**src/rtl/atcdmac300_apb_pkg.sv**
```systemverilog
// Shared types and command-word layout for the DMAC APB slave.
// ATCDMAC300_APB_PSTRB_EN adds a 4-bit strobe field on top of the command.
package atcdmac300_apb_pkg;

   typedef enum logic [1:0] {
      S_IDLE,
      S_PUSH,
      S_RWAIT,
      S_DONE
   } state_t;

   localparam int CMD_DATA_LSB = 0;
   localparam int CMD_ADDR_LSB = 32;
   localparam int STRB_W       = 4;

   function automatic int cmd_wr_bit(input int addr_msb);
      return CMD_ADDR_LSB + addr_msb - 1;
   endfunction

   function automatic int cmd_w(input int addr_msb);
`ifdef ATCDMAC300_APB_PSTRB_EN
      return 1 + (addr_msb - 1) + 32 + STRB_W;
`else
      return 1 + (addr_msb - 1) + 32;
`endif
   endfunction

   localparam int CMD_WR_BIT = cmd_wr_bit(8);

endpackage

```
**src/rtl/atcdmac300_apbslv_tmo.sv**
```systemverilog
// Read-data timer with expiry pulse and the owed-late-data counter.
// The counter saturates at DROP_MAX; inc and dec together leave it alone.
module atcdmac300_apbslv_tmo #(
   parameter int  TIMEOUT  = 255,
   parameter int  DROP_MAX = 3,
   localparam int DW       = $clog2(DROP_MAX + 1),
   localparam int TW       = (TIMEOUT < 2) ? 1 : $clog2(TIMEOUT)
) (
   input  logic          clk_i,
   input  logic          rst_ni,
   input  logic          clr_i,
   input  logic          run_i,
   input  logic          hit_i,
   input  logic          dec_i,
   output logic          expire_o,
   output logic [DW-1:0] drop_cnt_o
);

   localparam bit            TMO_EN = (TIMEOUT != 0);
   localparam logic [TW-1:0] LAST   = TW'((TIMEOUT == 0) ? 0 : TIMEOUT - 1);
   localparam logic [DW-1:0] DMAX   = DW'(DROP_MAX);

   logic [TW-1:0] tmr_q, tmr_d;
   logic [DW-1:0] drop_q, drop_d;

   assign expire_o   = TMO_EN & run_i & ~hit_i & (tmr_q == LAST);
   assign drop_cnt_o = drop_q;

   // next timer and drop count
   always_comb begin
      tmr_d  = tmr_q;
      drop_d = drop_q;
      if (clr_i) begin
         tmr_d = '0;
      end else if (run_i && TMO_EN) begin
         tmr_d = tmr_q + TW'(1);
      end
      if (expire_o && !dec_i) begin
         if (drop_q != DMAX) drop_d = drop_q + DW'(1);
      end else if (dec_i && !expire_o && drop_q != '0) begin
         drop_d = drop_q - DW'(1);
      end
   end

   // timer and counter state
   always_ff @(posedge clk_i or negedge rst_ni) begin
      if (!rst_ni) begin
         tmr_q  <= '0;
         drop_q <= '0;
      end else begin
         tmr_q  <= tmr_d;
         drop_q <= drop_d;
      end
   end

endmodule

```
**src/rtl/atcdmac300_apbslv_q.sv**
```systemverilog
// APB slave with held command stage, read timeout and stale-data flush.
// ATCDMAC300_APB_PSTRB_EN carries pstrb in the command (zero on reads).
module atcdmac300_apbslv_q
   import atcdmac300_apb_pkg::*;
#(
   parameter int  ADDR_MSB = 8,
   parameter int  TIMEOUT  = 255,
   parameter int  DROP_MAX = 3,
   localparam int CMD_W    = cmd_w(ADDR_MSB)
) (
   input  logic             pclk,
   input  logic             presetn,
   input  logic [31:0]      paddr,
   input  logic             psel,
   input  logic             penable,
   input  logic             pwrite,
   input  logic [31:0]      pwdata,
   input  logic [3:0]       pstrb,
   output logic             pready,
   output logic [31:0]      prdata,
   output logic             pslverr,
   output logic             cmd_buff_wr,
   output logic [CMD_W-1:0] cmd_buff_wdata,
   input  logic             cmd_buff_full,
   output logic             rdata_buff_rd,
   input  logic [31:0]      rdata_buff_rdata,
   input  logic             rdata_buff_empty
);

   localparam int WR_BIT = cmd_wr_bit(ADDR_MSB);
   localparam int DW     = $clog2(DROP_MAX + 1);

   state_t           state_q, state_d;
   logic [CMD_W-1:0] cmd_q, cmd_d, cmd_new;
   logic [31:0]      prdata_q, prdata_d;
   logic             err_q, err_d;
   logic             pend_q, pend_d;
   logic [DW-1:0]    drop_cnt;
   logic             flush, vpop, setup, expire;
   logic             tmr_clr, tmr_run;

`ifdef ATCDMAC300_APB_PSTRB_EN
   assign cmd_new = {(pwrite ? pstrb : 4'b0), pwrite,
                     paddr[ADDR_MSB:2], pwdata};
   logic unused_sig;
   assign unused_sig = ^{paddr[31:ADDR_MSB+1], paddr[1:0]};
`else
   assign cmd_new = {pwrite, paddr[ADDR_MSB:2], pwdata};
   logic unused_sig;
   assign unused_sig = ^{paddr[31:ADDR_MSB+1], paddr[1:0], pstrb};
`endif

   assign flush = (drop_cnt != '0) & ~rdata_buff_empty;
   assign vpop  = (state_q == S_RWAIT) & (drop_cnt == '0)
                & ~rdata_buff_empty;
   assign setup = psel & (~penable | pend_q);

   assign rdata_buff_rd  = flush | vpop;
   assign cmd_buff_wdata = cmd_q;
   assign prdata         = prdata_q;

   atcdmac300_apbslv_tmo #(
      .TIMEOUT  (TIMEOUT),
      .DROP_MAX (DROP_MAX)
   ) u_tmo (
      .clk_i      (pclk),
      .rst_ni     (presetn),
      .clr_i      (tmr_clr),
      .run_i      (tmr_run),
      .hit_i      (vpop),
      .dec_i      (flush),
      .expire_o   (expire),
      .drop_cnt_o (drop_cnt)
   );

   // next state and transfer outputs
   always_comb begin
      state_d     = state_q;
      cmd_d       = cmd_q;
      prdata_d    = prdata_q;
      err_d       = err_q;
      pend_d      = 1'b0;
      cmd_buff_wr = 1'b0;
      pready      = 1'b0;
      pslverr     = 1'b0;
      tmr_clr     = 1'b0;
      tmr_run     = 1'b0;
      unique case (state_q)
         S_IDLE: begin
            pend_d = setup & flush;
            if (setup && !flush) begin
               cmd_d   = cmd_new;
               err_d   = 1'b0;
               tmr_clr = 1'b1;
               state_d = S_PUSH;
            end
         end
         S_PUSH: begin
            cmd_buff_wr = ~cmd_buff_full;
            if (!cmd_buff_full) begin
               state_d = cmd_q[WR_BIT] ? S_DONE : S_RWAIT;
            end
         end
         S_RWAIT: begin
            tmr_run = 1'b1;
            if (vpop) begin
               prdata_d = rdata_buff_rdata;
               state_d  = S_DONE;
            end else if (expire) begin
               err_d    = 1'b1;
               prdata_d = '0;
               state_d  = S_DONE;
            end
         end
         S_DONE: begin
            pready  = 1'b1;
            pslverr = err_q;
            state_d = S_IDLE;
         end
         default: state_d = S_IDLE;
      endcase
   end

   // transfer state
   always_ff @(posedge pclk or negedge presetn) begin
      if (!presetn) begin
         state_q  <= S_IDLE;
         cmd_q    <= '0;
         prdata_q <= '0;
         err_q    <= 1'b0;
         pend_q   <= 1'b0;
      end else begin
         state_q  <= state_d;
         cmd_q    <= cmd_d;
         prdata_q <= prdata_d;
         err_q    <= err_d;
         pend_q   <= pend_d;
      end
   end

endmodule
```
**config.mk**
```make
export PLATFORM = sky130hd
export DESIGN_NAME = atcdmac300_apbslv_q
export DESIGN_NICKNAME = d
export VERILOG_FILES = /design/src/rtl/atcdmac300_apb_pkg.sv /design/src/rtl/atcdmac300_apbslv_tmo.sv /design/src/rtl/atcdmac300_apbslv_q.sv
export SDC_FILE = /design/constraint.sdc
export NUM_CORES = 1
export LEC_CHECK = 0
export ABC_AREA = 1
export ABC_CLOCK_PERIOD_IN_PS = 3000
export BUFFER_PORTS_ARGS = -buffer_cell sky130_fd_sc_hd__buf_2
export CAP_MARGIN = 20
export CORE_AREA = 8 8 102 104
export CTS_BUF_LIST = sky130_fd_sc_hd__clkbuf_2
export DETAILED_ROUTE_END_ITERATION = 16
export DIE_AREA = 0 0 110 112
export GPL_TIMING_DRIVEN = 0
export PLACE_DENSITY = 0.82
export SLEW_MARGIN = 40
export SYNTH_ARGS = -nofsm -noshare
export SYNTH_HDL_FRONTEND = slang
export SYNTH_HIERARCHICAL = 1
export SYNTH_SLANG_ARGS = --single-unit
```
**constraint.sdc**
```tcl
create_clock -name pclk -period 3 [get_ports pclk]
set_input_delay 0.3 -clock pclk [delete_from_list [all_inputs] [get_ports pclk]]
set_output_delay 0.3 -clock pclk [all_outputs]
set_load 0.03 [all_outputs]
```
; After elaboration in Yosys (flattened, before gate mapping)
; Index checks and enable logic that the tools add are counted.
[classes]
n_addsub = 3
n_eq_ne = 11
n_mux = 24
n_bitwise = 13
n_reduce_logical = 18
[op_table]
columns = op, n
row1 = two-way mux 32 bit, 2
row2 = two-way mux 8 bit, 2
row3 = two-way mux 2 bit, 7
row4 = two-way mux 1 bit, 11
row5 = inequality test 2 bit (second input constant), 5
row6 = nonzero test 2 bit, 5
row7 = adder 8 x 1 -> 8 bit (second input constant), 1
row8 = == test 8 bit (second input constant), 1
row9 = one-hot mux 2 bit (4 select lines), 1
row10 = AND 1 bit, 7
row11 = AND reduction 2 bit, 3
row12 = == test 2 bit (second input constant), 2
row13 = logical AND 1 bit, 4
row14 = logical NOT 2 bit, 2
row15 = inverter 1 bit, 4
row16 = AND reduction 4 bit, 1
row17 = inequality test 3 x 1 -> 1 bit (second input constant), 1
row18 = AND reduction 3 bit, 1
row19 = adder 2 x 1 -> 2 bit (second input constant), 1
row20 = == test 2 x 1 -> 1 bit (second input constant), 1
row21 = logical NOT 1 bit, 2
row22 = inequality test 2 x 1 -> 1 bit (second input constant), 1
row23 = OR 1 bit, 2
row24 = one-hot mux 1 bit (2 select lines), 1
row25 = subtractor 2 x 1 -> 2 bit (second input constant), 1
[totals]
regBits = 86
inputBits = 107
output_inout_bits = 76
elab_cells = 76

; Logic depth before layout (Yosys ltp)
; Gate-level depths: netlist of the first run.
[logic_depth]
ltp_word = 11
ltp_mapped = 18

; Hierarchy
; Netlist of the first run, hierarchy kept.
[by_module_without_submodules]
columns = module, n_inst, cells_each, area_each_um2, seq_area_each_um2
row1 = atcdmac300_apbslv_q, 1, 358, 3188.1, 1901.8
row2 = atcdmac300_apbslv_tmo, 1, 82, 626.9, 250.2

; Least setup slack after synthesis of the first run
; No wires, ideal clock.
[synth_timing]
path_kind = register to register
startpoint = register state_q[0]
endpoint = register prdata_q[10] (netlist: prdata[10])
arrival_time_ns = 2.082
t_required_ns = 2.879
path_slack_ns = 0.798
stages_incl_launch_ff = 16
path_buffers = 2
synth_period_minus_slack_ns = 2.202
cell_sequence = dfrtp_1 > inv_1 > ha_1 > inv_2 > nor2_2 > nand2_2 > inv_2 > buf_4 > inv_1 > nand2_1 > nor2_1 > and3_2 > inv_1 > o21ai_2 > buf_2 > o21ai_1
[synth_between]
elab_chain_len = 8
word_cells_on_any_way = 10
classes_between = eq/ne: 1 / mux: 2 / bitwise: 5 / reduce/logical: 2
[synth_lines]
columns = element, line
row1 = "start, declared", atcdmac300_apbslv_q.sv:33  ; state_t state_q, state_d;
row2 = "start signal, assigned", atcdmac300_apbslv_q.sv:133  ; state_q <= state_d;
row3 = == test 2 bit, atcdmac300_apbslv_q.sv:54  ; assign vpop = (state_q == S_RWAIT) & (drop_cnt == '0)
row4 = AND 1 bit, atcdmac300_apbslv_q.sv:54
row5 = AND 1 bit, atcdmac300_apbslv_q.sv:55  ; & ~rdata_buff_empty;
row6 = net vpop, atcdmac300_apbslv_q.sv:39  ; logic flush, vpop, setup, expire;
row7 = inverter 1 bit, atcdmac300_apbslv_tmo.sv:26  ; assign expire_o = TMO_EN & run_i & ~hit_i & (tmr_q == LAST);
row8 = AND 1 bit (2 in a row), atcdmac300_apbslv_tmo.sv:26
row9 = net expire, atcdmac300_apbslv_q.sv:39
row10 = nonzero test 2 bit (no line), -
row11 = AND reduction 2 bit (no line), -
row12 = "end signal, assigned", atcdmac300_apbslv_q.sv:135  ; prdata_q <= prdata_d;
row13 = "end, declared", atcdmac300_apbslv_q.sv:35  ; logic [31:0] prdata_q, prdata_d;
; The timed path passes the listed nets, and every way through them passes these cells.
; A chain may end at the register's enable or synchronous reset.

; Worst setup path after layout of the first run
[layout_timing]
startpoint = register state_q[0]
endpoint = register prdata_q[24] (netlist: prdata[24])
; Same word-level chain as after synthesis.

==> results.cfg, run 1 <==
[final_layout]
area_growth_syn_to_layout_pct = 48.0
instances_no_fill = 795
drive_above_1_share_pct = 29.9
final_nets = 791

[sta]
relSlewSlack_pct = 71.8
fmax_mhz = 374
rsz0062_at_grt = no
slew_viol_final = 0
finalSetupViolCount = 0
holdWs_ns = 0.0892
fin_worst_skew_ns = 0.0376
worstMarginPinSlew_ns = 0.422
setup-tns-final_ns = 0
hold_viol = 0
fin_crit_ns = 2.67
post-route-period-util_pct = 89.1

[yosys]
postSynthAreaPerCell_um2 = 8.67
synth_top_area_share_pct = 56.4
synth_area_leaders = dfrtp_1 56%, nand2_1 14%, o21ai_0 5.9%, inv_1 5.1%, o21ai_1 4.3%
yosysSeqAreaShare_pct = 56.4
syn-cell-area_um2 = 3810
synth_ff_type = dfrtp_1
ys.warnings.count = 6
synth_most_common_cell = nand2_1
ys_seq_elements = 86
synth_edf_count = 0
synth_top_area_cell = dfrtp_1
synth.distinct_cells = 32
synthCells = 440
synthArstFlopShare_pct = 100
synth_common_cells = 144 x nand2_1, 86 x dfrtp_1, 52 x inv_1
synth_nets = 553

[floorplan]
die-area_um2 = 12300
rows = 35
coreArea_um2 = 8890
chipHeight_um = 112
pin_count = 183
dieWidth_um = 110
initial_core_util_pct = 42.9

[min_path]
holdPathEnd = pend_q$_DFF_PN0_
min_path_type = in -> reg
worstHoldStart = rdata_buff_empty
hold_depth = 3

[global_route]
grt_max_degree = 55
track_usage_pct = 19.2
antenna_found_initial = 1
overflow = 0
grt_first_pass_wirelength_um = 19000
grt_pass1_vias = 4056

[clock_tree]
cts_resized = 0
cts_root_buf = clkbuf_2
cts_buffer_depth = 2
path_clk_slew_ns = 0.24
clk_latency_ns = 0.53
cts-htree-levels = 3
cts_setup_buffers = 0
clock_sinks = 86
cts_tree = built
cts_inserted_buffers = 9

[worst_setup_path]
r2r_start = state_q[0]$_DFFE_PN0P_
startpoint_type = flop
rr_worst_depth = 15
worst_path_max_delay_cell = dfrtp_1
worstPathMaxFanout = 11
r2r_end = prdata[24]$_DFFE_PN0P_
cp.required_ns = 3.41
path_cells = inv_1 > ha_1 > inv_2 > nor2_2 > nand2_2 > inv_2 > buf_4 > inv_1 > nand2_1 > nor2_1 > and3_2 > inv_1 > o21ai_2 > buf_2 > o21ai_0
critPathKind = reg -> reg
endpoint_kind = flop
crit_arrival_ns = 3.08
max_stage_delay_ns = 0.49
rrSetupSlack_ns = 0.33
cpMostUsedCell = inv_1

[placed_design]
dp_cells = 705
io_buffers = 153
place_congestion = 0.783
dpl.hpwl_um = 7780

[drt]
wire_per_inst_um = 14.8
post-route-drc-count = 0
avgViaCountPerCell = 4.87
dr.first_iter.drc_count = 311
vias = 3869
dr.pass1.iters = 6
drt-total-wl_um = 11800
drtAntennaViolNets = 0

[outcome]
status = completed

[power_and_ir_drop]
p_leak_nw = 3.03
peakVddDrop_v = 0.000451
p_per_area_nw_per_um2 = 980

[job]
maxCapViolCount = 0
sequential cells by signal, indices dropped and copies added (netlist names):
name and cells:
pend_q 1, prdata 32, u_tmo/tmr_q 8, state_q 2
cmd_buff_wdata 40, err_q 1, u_tmo/drop_cnt_o 2
power breakdown:
part | switching, mW | internal (mW) | leakage [nW]
registers | 0.299 | 1.67 | 1.07
logic | 2.00 | 0.817 | 1.87
clock network | 0.387 | 0.369 | 0.0928
final cells by class:
type | count | area, um2
Fill cell | 659 | 3240
Timing Repair Buffer | 227 | 1530
Buffer | 18 | 101
Tap cell | 111 | 139
Clock inverter | 5 | 106
Inverter | 56 | 210
Multi-Input combinational cell | 280 | 1350
Clock buffer | 11 | 55.1
Sequential cell | 86 | 2150
Antenna cell | 1 | 2.50
worst max-delay path: cells and delay by family (launching register included):
kind | cells | cell delay (ns)
AO/OA/AOI/OAI | 2 | 0.37
buffers and inverters | 7 | 0.87
flip-flops | 1 | 0.49
adder cells (fa/ha/maj) | 1 | 0.33
AND/OR/NAND/NOR | 5 | 0.51
cells by family (layout without fill, tap and decap cells):
family	after synthesis	in the layout	share of synthesized area (%)
other	0	1	0
adders and majority gates	6	6	1.97
AOI/OAI and AO/OA	89	89	12.5
buffers and inverters	74	317	8.17
and+or+nand+nor	185	185	20.9
DFF	86	86	56.4
worst max-delay path by stage:
stage                           startpoint                endpoint  slack, ns  cells after the start
finish              state_q[0]$_DFFE_PN0P_  prdata[24]$_DFFE_PN0P_       0.33                     15
global route        state_q[0]$_DFFE_PN0P_  prdata[20]$_DFFE_PN0P_       0.03                     15
CTS                 state_q[0]$_DFFE_PN0P_  prdata[24]$_DFFE_PN0P_       0.32                     15
detailed placement  state_q[0]$_DFFE_PN0P_   prdata[8]$_DFFE_PN0P_       0.35                     15
global placement    state_q[0]$_DFFE_PN0P_  prdata[25]$_DFFE_PN0P_       0.42                     15
floorplan           state_q[0]$_DFFE_PN0P_  prdata[10]$_DFFE_PN0P_       0.80                     15
through the flow:
step / utilization, % / setup WS [ns] / instance area, um2 / power (mW)
2_1_floorplan: - / 0.798 / 3810 / 3.81
3_3_place_gp: 53.1 / 0.422 / 4720 / 4.58
3_5_place_dp: 53.5 / 0.347 / 4750 / 4.69
4_1_cts: 63.5 / 0.319 / 5650 / 5.53
5_1_grt: 63.5 / 0.0327 / 5650 / 5.90
6_report: 63.5 / 0.328 / 5650 / 5.54
per-layer routing:
metal | vias up | track usage, % | part of all wire (%)
li1 | 1847 | - | -
met1 | 1796 | 20.4 | 37
met2 | 179 | 34.4 | 53
met3 | 47 | 3.76 | 6.7
met4 | 0 | 10.1 | 3.7
met5 | - | 0 | 0
placed cells by master (no fill, tap or decap), types with 5 or more instances in the layout:
cell           synthesis  layout
a21oi_1                5       5
buf_2                  3     155
buf_4                  8       8
clkbuf_1               7       7
clkbuf_2               0      11
dfrtp_1               86      86
dlygate4sd3_1          0      73
ha_1                   6       6
inv_1                 52      52
nand2_1              144     144
nand2_2                6       6
nand3_1                7       7
nor2_1                14      14
o21ai_0               45      45
o21ai_1               33      33
repair_timing:
action                     CTS  global route
setup endpoints to repair    0             0
hold buffers                73             0
hold endpoints to repair   158             0
Power figures use the tool's default switching activity.
==> run 2: changes to the inputs <==
--- a/config.mk
+++ b/config.mk
@@ -6,7 +6,6 @@
 export NUM_CORES = 1
 export LEC_CHECK = 0
 export ABC_AREA = 1
-export ABC_CLOCK_PERIOD_IN_PS = 3000
 export BUFFER_PORTS_ARGS = -buffer_cell sky130_fd_sc_hd__buf_2
 export CAP_MARGIN = 20
 export CORE_AREA = 8 8 102 104
==> constraint.sdc (replaced) <==
create_clock -name pclk -period 3 [get_ports pclk]
set_input_delay 0.45 -clock pclk [delete_from_list [all_inputs] [get_ports pclk]]
set_output_delay 0.45 -clock pclk [all_outputs]
set_load 0.03 [all_outputs]
==> run 2 against run 1 <==
Effect of this change: global-route usage down 3.1 points; sequential share of layout area increased by 5.6 points; sequential cell count is the same; clock power shrank 0.5%; worst setup slack better by 0.012 ns; sequential power about the same; die area did not move; utilization fell by 8.1 points; critical path depth is the same; wire length shrank 16%; critical path type unchanged; largest cell class unchanged; largest power group unchanged.
==> results.cfg, run 2 (synthesis results as in run 1) <==
[power_and_ir_drop]
pwr-share-clk_pct = 14.0
p_comb_share_pct = 49.8
switching_share_pct = 48.1
peakVddDrop_v = 0.000471
p_switching_mw = 2.59
p_per_area_nw_per_um2 = 1090
p_int_mw = 2.79
p_leak_nw = 2.73
pwr-share-seq_pct = 36.2

[worst_setup_path]
critPathCapture = prdata[8]$_DFFE_PN0P_
r2r_start = state_q[0]$_DFFE_PN0P_
rrSetupSlack_ns = 0.34
endpoint_kind = flop
rr_worst_depth = 15
startpoint_type = flop
crit_path_start = state_q[0]$_DFFE_PN0P_
cp.required_ns = 3.40
worstPathMaxFanout = 11
critPathKind = reg -> reg
crit_arrival_ns = 3.06
r2r_end = prdata[8]$_DFFE_PN0P_

[final_layout]
largest_register_ff_count = 40
area_growth_syn_to_layout_pct = 29.1
final_nets = 719
layout_commonest_cell = buf_2
drive_above_1_share_pct = 33.4
antenna_cells = 0
instances_no_fill = 722
final_area_um2 = 4920
multi_input_area_um2 = 1350
layout.cells.most_common_list = 155 x buf_2, 144 x nand2_1, 86 x dfrtp_1, 52 x inv_1, 45 x o21ai_0
fin_util_pct = 55.4
seq_area_um2 = 2150
fillCellCount = 779

[global_route]
grt_first_pass_wirelength_um = 16100
grt_max_degree = 55
grt_pass1_vias = 3452
track_usage_pct = 16.1
antenna_found_initial = 0
overflow = 0

[sta]
setup-tns-final_ns = 0
slew_viol_final = 0
relSlewSlack_pct = 71.9
fin_crit_ns = 2.66
post-route-period-util_pct = 88.7
worstMarginPinSlew_ns = 0.422
fin_worst_skew_ns = 0.0256
rsz0062_at_grt = no
hold_viol = 0
finalSetupViolCount = 0
fmax_mhz = 376

[drt]
dr.pass1.iters = 4
drtAntennaViolNets = 0
drt-total-wl_um = 9910
avgViaCountPerCell = 4.76
wire_per_inst_um = 13.7
vias = 3439
dr.first_iter.drc_count = 308
post-route-drc-count = 0

[clock_tree]
clock_sinks = 86
cts-htree-levels = 3
cts_root_buf = clkbuf_2
cts_inserted_buffers = 9
cts_resized = 0
cts_setup_buffers = 0
cts-hold-fix-buffers = 1
clk_latency_ns = 0.51
cts_buffer_depth = 2
path_clk_slew_ns = 0.24
cts_tree = built

[floorplan]
initial_core_util_pct = 42.9
dieWidth_um = 110
die-area_um2 = 12300
coreArea_um2 = 8890
chipHeight_um = 112
pin_count = 183
rows = 35

[placed_design]
io_buffers = 153
dpl.hpwl_um = 7780
placed_cell_area_um2 = 4750
dp_cells = 705
place_congestion = 0.783

[min_path]
min_path_type = in -> reg
worstHoldStart = pwdata[17]

[job]
maxCapViolCount = 0

[outcome]
status = completed
run 2: cell count changes in the layout (fill, tap and decap cells not counted), sizes merged:
cell and delta:
dlygate4sd3 -72, diode -1
run 2: critical path: stages (launching register included):
cell	delay [ns]
dfrtp_1	0.49
inv_1	0.10
ha_1	0.33
inv_2	0.11
nor2_2	0.04
nand2_2	0.09
inv_2	0.09
buf_4	0.19
inv_1	0.06
nand2_1	0.04
nor2_1	0.15
and3_2	0.19
inv_1	0.05
o21ai_2	0.27
buf_2	0.28
o21ai_1	0.09
run 2: worst min path at each step:
| stage | to | cells past startpoint |
|---|---|---|
| 2_1_floorplan | cmd_buff_wdata[0]$_DFFE_PN0P_ | 0 |
| 3_3_place_gp | cmd_buff_wdata[37]$_DFFE_PN0P_ | 2 |
| 3_5_place_dp | cmd_buff_wdata[14]$_DFFE_PN0P_ | 1 |
| 4_1_cts | cmd_buff_wdata[10]$_DFFE_PN0P_ | 3 |
| 5_1_grt | cmd_buff_wdata[6]$_DFFE_PN0P_ | 3 |
| 6_report | cmd_buff_wdata[17]$_DFFE_PN0P_ | 3 |
run 2: area by class of cell:
cell class	instances	share of cell area (%)
flip-flops and latches	86	43.7
repair buffers	155	16.4
plain buffers	18	2.06
clock buffers	11	1.12
clock inverters	5	2.16
inverters	56	4.27
multi-input cells	280	27.4
well taps	111	2.82
run 2: per-layer routing:
metal | GRT usage, % | part of all wire, %
met2 | 26.8 | 51
met5 | 0 | 0
met3 | 3.52 | 7.5
met1 | 18.8 | 39
met4 | 7.84 | 2.4
run 2: power groups by stage:
stage                     logic [mW]  registers [mW]  clock network, mW
after floorplan                0.921            2.89                  0
after global placement          2.64            1.95                  0
after detailed placement        2.71            1.98                  0
after CTS                       2.72            1.95              0.782
after global routing            2.93            2.02              0.824
final                           2.68            1.95              0.752
run 2: through the flow:
step	worst slack [ns]	hold WS, ns	total power [mW]
after floorplan	0.798	0.154	3.81
after global placement	0.422	0.456	4.58
after detailed placement	0.347	0.360	4.69
after CTS	0.319	0.0439	5.46
after global routing	0.0425	0.0603	5.77
final	0.340	0.114	5.39
==> run 3: changes to the inputs <==
--- a/config.mk
+++ b/config.mk
@@ -6,7 +6,7 @@
 export NUM_CORES = 1
 export LEC_CHECK = 0
 export ABC_AREA = 1
-export BUFFER_PORTS_ARGS = -buffer_cell sky130_fd_sc_hd__buf_2
+export BUFFER_PORTS_ARGS = -buffer_cell sky130_fd_sc_hd__clkbuf_2
 export CAP_MARGIN = 20
 export CORE_AREA = 8 8 102 104
 export CTS_BUF_LIST = sky130_fd_sc_hd__clkbuf_2
==> run 3 against run 2 <==
Effect of this change: critical path depth is the same; utilization shrank 0.25 points; cell area shrank 0.46%; critical path type unchanged; critical endpoint is now prdata[23]$_DFFE_PN0P_.
==> results.cfg, run 3 (synthesis results as in run 1) <==
[worst_setup_path]
critPathKind = reg -> reg
worst_path_max_delay_cell = dfrtp_1
r2r_start = state_q[0]$_DFFE_PN0P_
crit_arrival_ns = 3.15
cp.required_ns = 3.39
crit_path_start = state_q[0]$_DFFE_PN0P_
endpoint_kind = flop
worstPathMaxFanout = 11
cpMostUsedCell = inv_1
startpoint_type = flop
cp_top_family = buffers and inverters
max_stage_delay_ns = 0.49
critPathBufInv = 7
path_cells = inv_1 > ha_1 > inv_2 > nor2_2 > nand2_2 > inv_2 > buf_4 > inv_1 > nand2_1 > nor2_1 > and3_2 > inv_1 > o21ai_2 > buf_2 > o21ai_0

[clock_tree]
clock_sinks = 86
cts-hold-fix-buffers = 1
cts_inserted_buffers = 9
path_clk_slew_ns = 0.25
cts-htree-levels = 3
clk_latency_ns = 0.53
cts_root_buf = clkbuf_2
cts_tree = built
cts_resized = 0
cts_buffer_depth = 2
cts_setup_buffers = 0

[outcome]
status = completed

[global_route]
grt_first_pass_wirelength_um = 16100
antenna_found_initial = 0
grt_max_degree = 55
grt_pass1_vias = 3478
track_usage_pct = 16.2
overflow = 0

[placed_design]
placed_cell_area_um2 = 4760
dpl.hpwl_um = 7710
io_buffers = 153
pre_cts_slack_ns = 0.293
place_congestion = 0.793

[final_layout]
drive_above_1_share_pct = 33.4
antenna_cells = 0
layout.cells.most_common_list = 163 x clkbuf_2, 144 x nand2_1, 86 x dfrtp_1, 52 x inv_1, 45 x o21ai_0
largest_register_ff_count = 40
layout_commonest_cell = clkbuf_2
final_nets = 719
final_area_um2 = 4900
area_growth_syn_to_layout_pct = 28.5

[drt]
dr.first_iter.drc_count = 267
vias = 3470
drt-total-wl_um = 9950
drtAntennaViolNets = 0
wire_per_inst_um = 13.8
post-route-drc-count = 0
avgViaCountPerCell = 4.81
dr.pass1.iters = 6

[sta]
worstMarginPinSlew_ns = 0.404
setup-tns-final_ns = 0
slew_viol_final = 0
fmax_mhz = 363
fin_crit_ns = 2.76
finalSetupViolCount = 0
holdWs_ns = 0.0903
rsz0062_at_grt = no
setup_ws_ns = 0.242
relSlewSlack_pct = 73.0
post-route-period-util_pct = 91.9
hold_viol = 0
fin_worst_skew_ns = 0.0402

[floorplan]
pin_count = 183
dieWidth_um = 110
rows = 35
coreArea_um2 = 8890
die-area_um2 = 12300
chipHeight_um = 112
initial_core_util_pct = 42.9

[power_and_ir_drop]
p_leak_nw = 2.73
p_per_area_nw_per_um2 = 1080
finalPower_mw = 5.31
peakVddDrop_v = 0.000420

[job]
maxCapViolCount = 0

[min_path]
worstHoldStart = pwdata[6]
min_path_type = in -> reg
[run 3: cell count changes in the layout (fill, tap and decap cells not counted)]
cell | previous run | this run
buf_2 | 155 | 3
clkbuf_2 | 11 | 163
clkbuf_8 | 0 | 1
buf_6 | 1 | 0
clkinv_2 | 0 | 1
bufinv_16 | 3 | 2
[run 3: final timing paths]
check	end	slack [ns]	depth (start not counted)
setup / recovery	prdata[23]$_DFFE_PN0P_	0.24	15
hold / removal	cmd_buff_wdata[6]$_DFFE_PN0P_	0.09	3
setup reg to reg	prdata[23]$_DFFE_PN0P_	0.24	15
hold reg to reg	err_q$_DFFE_PN0P_	0.51	2
max in group asynchronous	u_tmo/tmr_q[1]$_DFFE_PN0P_	2.05	3
min in group asynchronous	cmd_buff_wdata[26]$_DFFE_PN0P_	0.36	2
[run 3: cell type report]
type	instances	area, um2
buffer	18	101
clock buffer	11	55.1
clock inverter	5	81.3
fill	811	3990
inverter	56	210
multi-input combinational	280	1350
sequential	86	2150
tap	111	139
timing repair buffer	155	812
[run 3: worst min-delay path, delay by kind of cell]
| family | cells | cell delay [ns] |
|---|---|---|
| buffers and inverters | 1 | 0.08 |
| and+or+nand+nor | 2 | 0.10 |
[run 3: metal layers]
| metal | vias up | track usage [%] | part of all wire (%) |
|---|---|---|---|
| li1 | 1705 | - | - |
| met1 | 1616 | 19.4 | 40 |
| met2 | 118 | 26.5 | 49 |
| met3 | 31 | 3.12 | 7.2 |
| met4 | 0 | 8.83 | 3.5 |
| met5 | - | 0 | 0 |
[run 3: power by group]
| group | leakage [nW] | internal [mW] | switching, mW |
|---|---|---|---|
| registers | 1.07 | 1.67 | 0.300 |
| logic | 1.57 | 0.741 | 1.93 |
| clock network | 0.0825 | 0.284 | 0.391 |
[run 3: stage by stage]
stage               cells  utilization (%)
floorplan             440                -
global placement      704             53.1
detailed placement    705             53.5
CTS                   722             55.1
global route          722             55.1
finish                722             55.1
